**src/rtl/flo_pkg.sv**
```systemverilog
// flo_pkg: shared widths and packing-phase encodings for the RX packer
package flo_pkg;
    localparam int SAMPLE_W = 24;
    localparam int WORD_W   = 32;
    localparam int HOLD_W   = 4;
    typedef enum logic [1:0] {
        PH0 = 2'd0,
        PH1 = 2'd1,
        PH2 = 2'd2,
        PH3 = 2'd3
    } phase_t;
endpackage

```
**src/rtl/flo_rx_packer.sv**
```systemverilog
// flo_rx_packer: packs 24-bit RX FIFO samples little-endian into 32-bit bus words
module flo_rx_packer
    import flo_pkg::*;
#(
    parameter int READ_HOLDOFF = 6
) (
    input  logic                clk,
    input  logic                rst,
    input  logic [SAMPLE_W-1:0] fifo_data_i,
    input  logic                fifo_valid_i,
    input  logic                fifo_empty_i,
    output logic                fifo_read_o,
    output logic [WORD_W-1:0]   word_o,
    output logic                word_valid_o,
    input  logic                word_read_i,
    input  logic                flush_i,
    output logic [1:0]          phase_o,
    output logic [15:0]         words_o
);
    phase_t              phase, phase_next;
    logic [SAMPLE_W-1:0] residual;
    logic [HOLD_W-1:0]   holdoff;
    logic                slot_free, accept, flush, emit;
    logic [WORD_W-1:0]   word_next;

    // The output slot can take a new word if it is empty or being drained this cycle.
    // Phase 0 never emits, so it may accept even with a stalled slot.
    assign slot_free   = !word_valid_o || word_read_i;
    assign accept      = !rst && fifo_valid_i && !fifo_empty_i && holdoff == '0 &&
                         (phase == PH0 || slot_free);
    assign flush       = !rst && flush_i && phase != PH0 && slot_free && !accept;
    assign emit        = (accept && phase != PH0) || flush;
    assign fifo_read_o = accept;
    assign phase_o     = phase;

    // Phase register
    always_ff @(posedge clk) begin
        if (rst) phase <= PH0;
        else     phase <= phase_next;
    end

    // Next phase and the word assembled from the residual plus the incoming sample
    always_comb begin
        phase_next = accept ? phase_t'(phase + 2'd1) : flush ? PH0 : phase;
        word_next  = '0;
        case (phase)
            PH1:     word_next = accept ? {fifo_data_i[7:0], residual}
                                        : {8'h0, residual};
            PH2:     word_next = accept ? {fifo_data_i[15:0], residual[23:8]}
                                        : {16'h0, residual[23:8]};
            PH3:     word_next = accept ? {fifo_data_i, residual[23:16]}
                                        : {24'h0, residual[23:16]};
            default: word_next = '0;
        endcase
    end

    // Holdoff masks stale valid/empty/data from the FIFO after each read
    always_ff @(posedge clk) begin
        if (rst)                 holdoff <= '0;
        else if (accept)         holdoff <= HOLD_W'(READ_HOLDOFF);
        else if (holdoff != '0)  holdoff <= holdoff - HOLD_W'(1);
    end

    // Keep the last accepted sample; only its unused high bytes matter next phase
    always_ff @(posedge clk) begin
        if (rst)         residual <= '0;
        else if (accept) residual <= fifo_data_i;
    end

    // Output word register with valid flag and emitted-word counter
    always_ff @(posedge clk) begin
        if (rst) begin
            word_o       <= '0;
            word_valid_o <= 1'b0;
            words_o      <= '0;
        end else if (emit) begin
            word_o       <= word_next;
            word_valid_o <= 1'b1;
            words_o      <= words_o + 16'd1;
        end else if (word_read_i) begin
            word_valid_o <= 1'b0;
        end
    end
endmodule

```
**config.mk**
```make
export PLATFORM = sky130hd
export DESIGN_NAME = flo_rx_packer
export DESIGN_NICKNAME = d
export VERILOG_FILES = /design/src/rtl/flo_pkg.sv /design/src/rtl/flo_rx_packer.sv
export SDC_FILE = /design/constraint.sdc
export NUM_CORES = 1
export LEC_CHECK = 0
export CAP_MARGIN = 20
export CORE_MARGIN = 10
export CORE_UTILIZATION = 50
export DETAILED_ROUTE_END_ITERATION = 10
export PLACE_DENSITY_LB_ADDON = 0.1
export SLEW_MARGIN = 20
export SYNTH_ARGS = -nofsm -noshare
export SYNTH_HDL_FRONTEND = slang
export SYNTH_SLANG_ARGS = --single-unit
```
**constraint.sdc**
```tcl
create_clock -name clk -period 4.75 [get_ports clk]
set_input_delay 0.475 -clock clk [delete_from_list [all_inputs] [get_ports clk]]
set_output_delay 0.475 -clock clk [all_outputs]
set_load 0.05 [all_outputs]
```
==> results_dict.tcl <==
set metrics [dict create \
    status "complete, no violations" \
    finalSetupTns_ns 0 \
    leakage_nw 1.496 \
    cts_setup_buffers 0 \
    htree_levels 3 \
    clock_latency_ns 0.35 \
    hpwl_um 7227 \
    vias 3515 \
    critPathLaunchType "register" \
    fin_crit_sh_pct 74.60 \
    grt_max_degree 58 \
    grt.total_usage_pct 17.88 \
    fmax_mhz 282.2 \
    cts-root-buf "clkbuf_8" \
    finalNonFillerCells 579 \
    hold_class "reg -> reg" \
    synth_cells 417 \
    end_kind "primary output" \
    ys_ff_latch 79 \
    antenna_found_initial 0 \
    antenna_left 0 \
    cp.arrival_ns 3.07 \
    p_clk_share_pct 37.7 \
    fp.dieW_um 105.0 \
    yosysSeqAreaShare_pct 43.75 \
    gp_congestion 0.8393 \
    seq_area_mm2 0.001582 \
    syn_area_mm2 0.003615 \
    crit_fanout 35 \
    pwr-share-seq_pct 50.6 \
    firstDrtPassIters 9 \
    report.power.total_mw 1.367 \
    grt-ovfl-total 0 \
    crit_type "reg -> out" \
    drv_slew 0 \
    grt_pass1_vias 3208 \
    grt_pass1_wl_um 16570 \
    dieArea_mm2 0.01103 \
    synth_top_family_by_area "compound AO/OA/AOI/OAI gates" \
    place_area_mm2 0.004428 \
    synthSimpleGateAreaFrac_pct 21.56 \
    ios 82 \
    hold_buffers 0 \
    rsz0062_at_grt "no" \
    worst_path_max_delay_cell "or3b_2" \
    worst_slew_pin_slew_ns 1.124 \
    finalSetupViolCount 0 \
    clk_pin_slew_ns 0.08 \
    avgRoutedWirePerCell_um 17.97 \
    cts.repair.resized 0 \
    critPathMostFrequentCell "buf_4" \
    cts_buffers 9 \
    synthMuxAreaShare_pct 3.634 \
    multi_input_comb_area_mm2 0.001856 \
    initial_utilization_pct 52.34 \
    fin_area_mm2 0.004636 \
    finClkSkew_ns 0.009075 \
    combPwrFrac_pct 11.6 \
    die_h_um 105.0 \
    switchingPower_mw 0.3588 \
    avgSynthCellArea_um2 8.668 \
    ir_worst_vdd_mv 0.1735 \
    power_switching_share_pct 26.25 \
    drc 0 \
    diodes 0 \
    max_cap_violations 0 \
    mappedNetlistNets 452 \
    cts_tree "built" \
    fin_crit_ns 3.543 \
    numPortBuffers 81 \
    internal-power_mw 1.008 \
    fillerInstances 616 \
    max_stage_delay_ns 0.52 \
    worst-path-buf-inv 4 \
    cpLargestDelayFamily "buffers and inverters" \
    place_inst 563 \
    synth_xor_area_share_pct 0 \
    finalHoldViolCount 0 \
    critical_path.cell_chain "inv_1, ha_1, or3b_2, nand3_1, buf_4, clkinv_1, buf_4" \
    whs_ns 0.4606 \
    yosys_warnings 0 \
    drive_gt1_share_pct 7.867 \
    final_cell_mix "79 x dfxtp_1, 79 x clkdlybuf4s50_1, 68 x nand2_1, 46 x a21oi_1, 24 x a222oi_1" \
    ys_types 40 \
    rows 30 \
    finalNetCount 513 \
    crit_required_ns 4.28 \
    synthAdderAreaFrac_pct 1.731 \
    cts_buffer_depth 2 \
    powerDensity_mw_per_mm2 294.9 \
    synth_compound_area_share_pct 24.40 \
    initialDrtViolationCount 451 \
    cts_sinks 79 \
    drt_wl_total_um 10410 \
    core-area_mm2 0.006907 \
    syn_to_final_growth_pct 28.25 \
    viasPerCell 6.071 \
    relSlewSlack_pct 25.09 \
]
## through the flow
stage	setup slack [ns]	util (%)
global route	0.9777	67.12
floorplan	1.894	-
finish	1.207	67.12
global placement	1.620	64.11
CTS	1.218	67.12
detailed placement	1.548	64.11
## power groups by stage
stage / clock, mW / combinational (mW) / sequential [mW]
global placement: 0 / 0.156 / 0.707
finish: 0.516 / 0.159 / 0.692
floorplan: 0 / 0.0667 / 0.733
detailed placement: 0 / 0.158 / 0.707
CTS: 0.522 / 0.158 / 0.692
global route: 0.550 / 0.171 / 0.695
## area by class of cell
type / instances / share of cell area [%]
multi-input cells: 295 / 40.03
flip-flops and latches: 79 / 34.12
repair buffers: 87 / 18.30
clock buffers: 11 / 3.266
well taps: 96 / 2.591
clock inverters: 5 / 1.215
inverters: 6 / 0.4858
## state kept, by name, summed over array words and instances (netlist names)
signal and cells:
holdoff 4, word_valid_o 1, word_o 32, residual 24, phase_o 2, words_o 16
## worst paths after layout
path	startpoint	endpoint	slack [ns]	depth (start not counted)
max reg2reg	phase_o[0]$_SDFFE_PP0P_	word_o[18]$_SDFFE_PP0P_	1.51	9
min	residual[7]$_SDFFE_PP0N_	residual[7]$_SDFFE_PP0N_	0.46	2
max	phase_o[0]$_SDFFE_PP0P_	fifo_read_o	1.21	7
min reg2reg	residual[7]$_SDFFE_PP0N_	residual[7]$_SDFFE_PP0N_	0.46	2
## routing by layer
layer	GRT usage, %	part of all wire, %	vias up
li1	-	-	1706
met4	5.392	1.1	0
met5	0	0	-
met3	7.187	9.8	15
met2	25.27	44	155
met1	24.22	46	1639
## Yosys cell counts
cell / count / area (um2)
and4_1: 3 / 26.28
a21oi_1: 46 / 230.2
o21ai_0: 4 / 20.02
clkinv_1: 1 / 3.750
mux2i_1: 3 / 30.03
inv_1: 5 / 18.77
ha_1: 5 / 62.56
mux2_2: 9 / 101.4
o2111ai_1: 1 / 8.760
buf_1: 3 / 11.26
nor3_1: 21 / 105.1
dfxtp_1: 79 / 1582
nor2_1: 11 / 41.29
a211o_1: 8 / 70.07
nand4_1: 3 / 18.77
buf_2: 4 / 20.02
nand3_1: 19 / 95.09
nor4_2: 1 / 12.51
a32oi_1: 8 / 70.07
o311ai_0: 1 / 8.760
nor4_4: 1 / 21.27
buf_4: 1 / 7.510
nor4b_1: 2 / 17.52
o41ai_1: 1 / 8.760
a31oi_1: 2 / 12.51
nand2_1: 68 / 255.2
nor3b_1: 3 / 22.52
or4_1: 3 / 22.52
o31ai_1: 10 / 75.07
or3b_2: 2 / 17.52
clkbuf_1: 28 / 105.1
a222oi_1: 24 / 240.2
a311oi_1: 8 / 70.07
nor4_1: 7 / 43.79
or4_4: 1 / 11.26
nand2b_1: 1 / 6.260
a211oi_1: 8 / 60.06
nor2b_1: 10 / 62.56
buf_6: 1 / 11.26
a21boi_0: 1 / 7.510
## tightest hold or removal path: stages, from the launching register on
cell     delay [ns]
dfxtp_1        0.31
nand2_1        0.05
a21oi_1        0.05
## logic make-up after synthesis
logic type               count (synthesis)
AND/OR/NAND/NOR                        156
adder cells (fa/ha/maj)                  5
flip-flops                              79
multiplexers                            12
AO/OA/AOI/OAI                          122
buffers and inverters                   43
(Power assumes the default switching activity.)
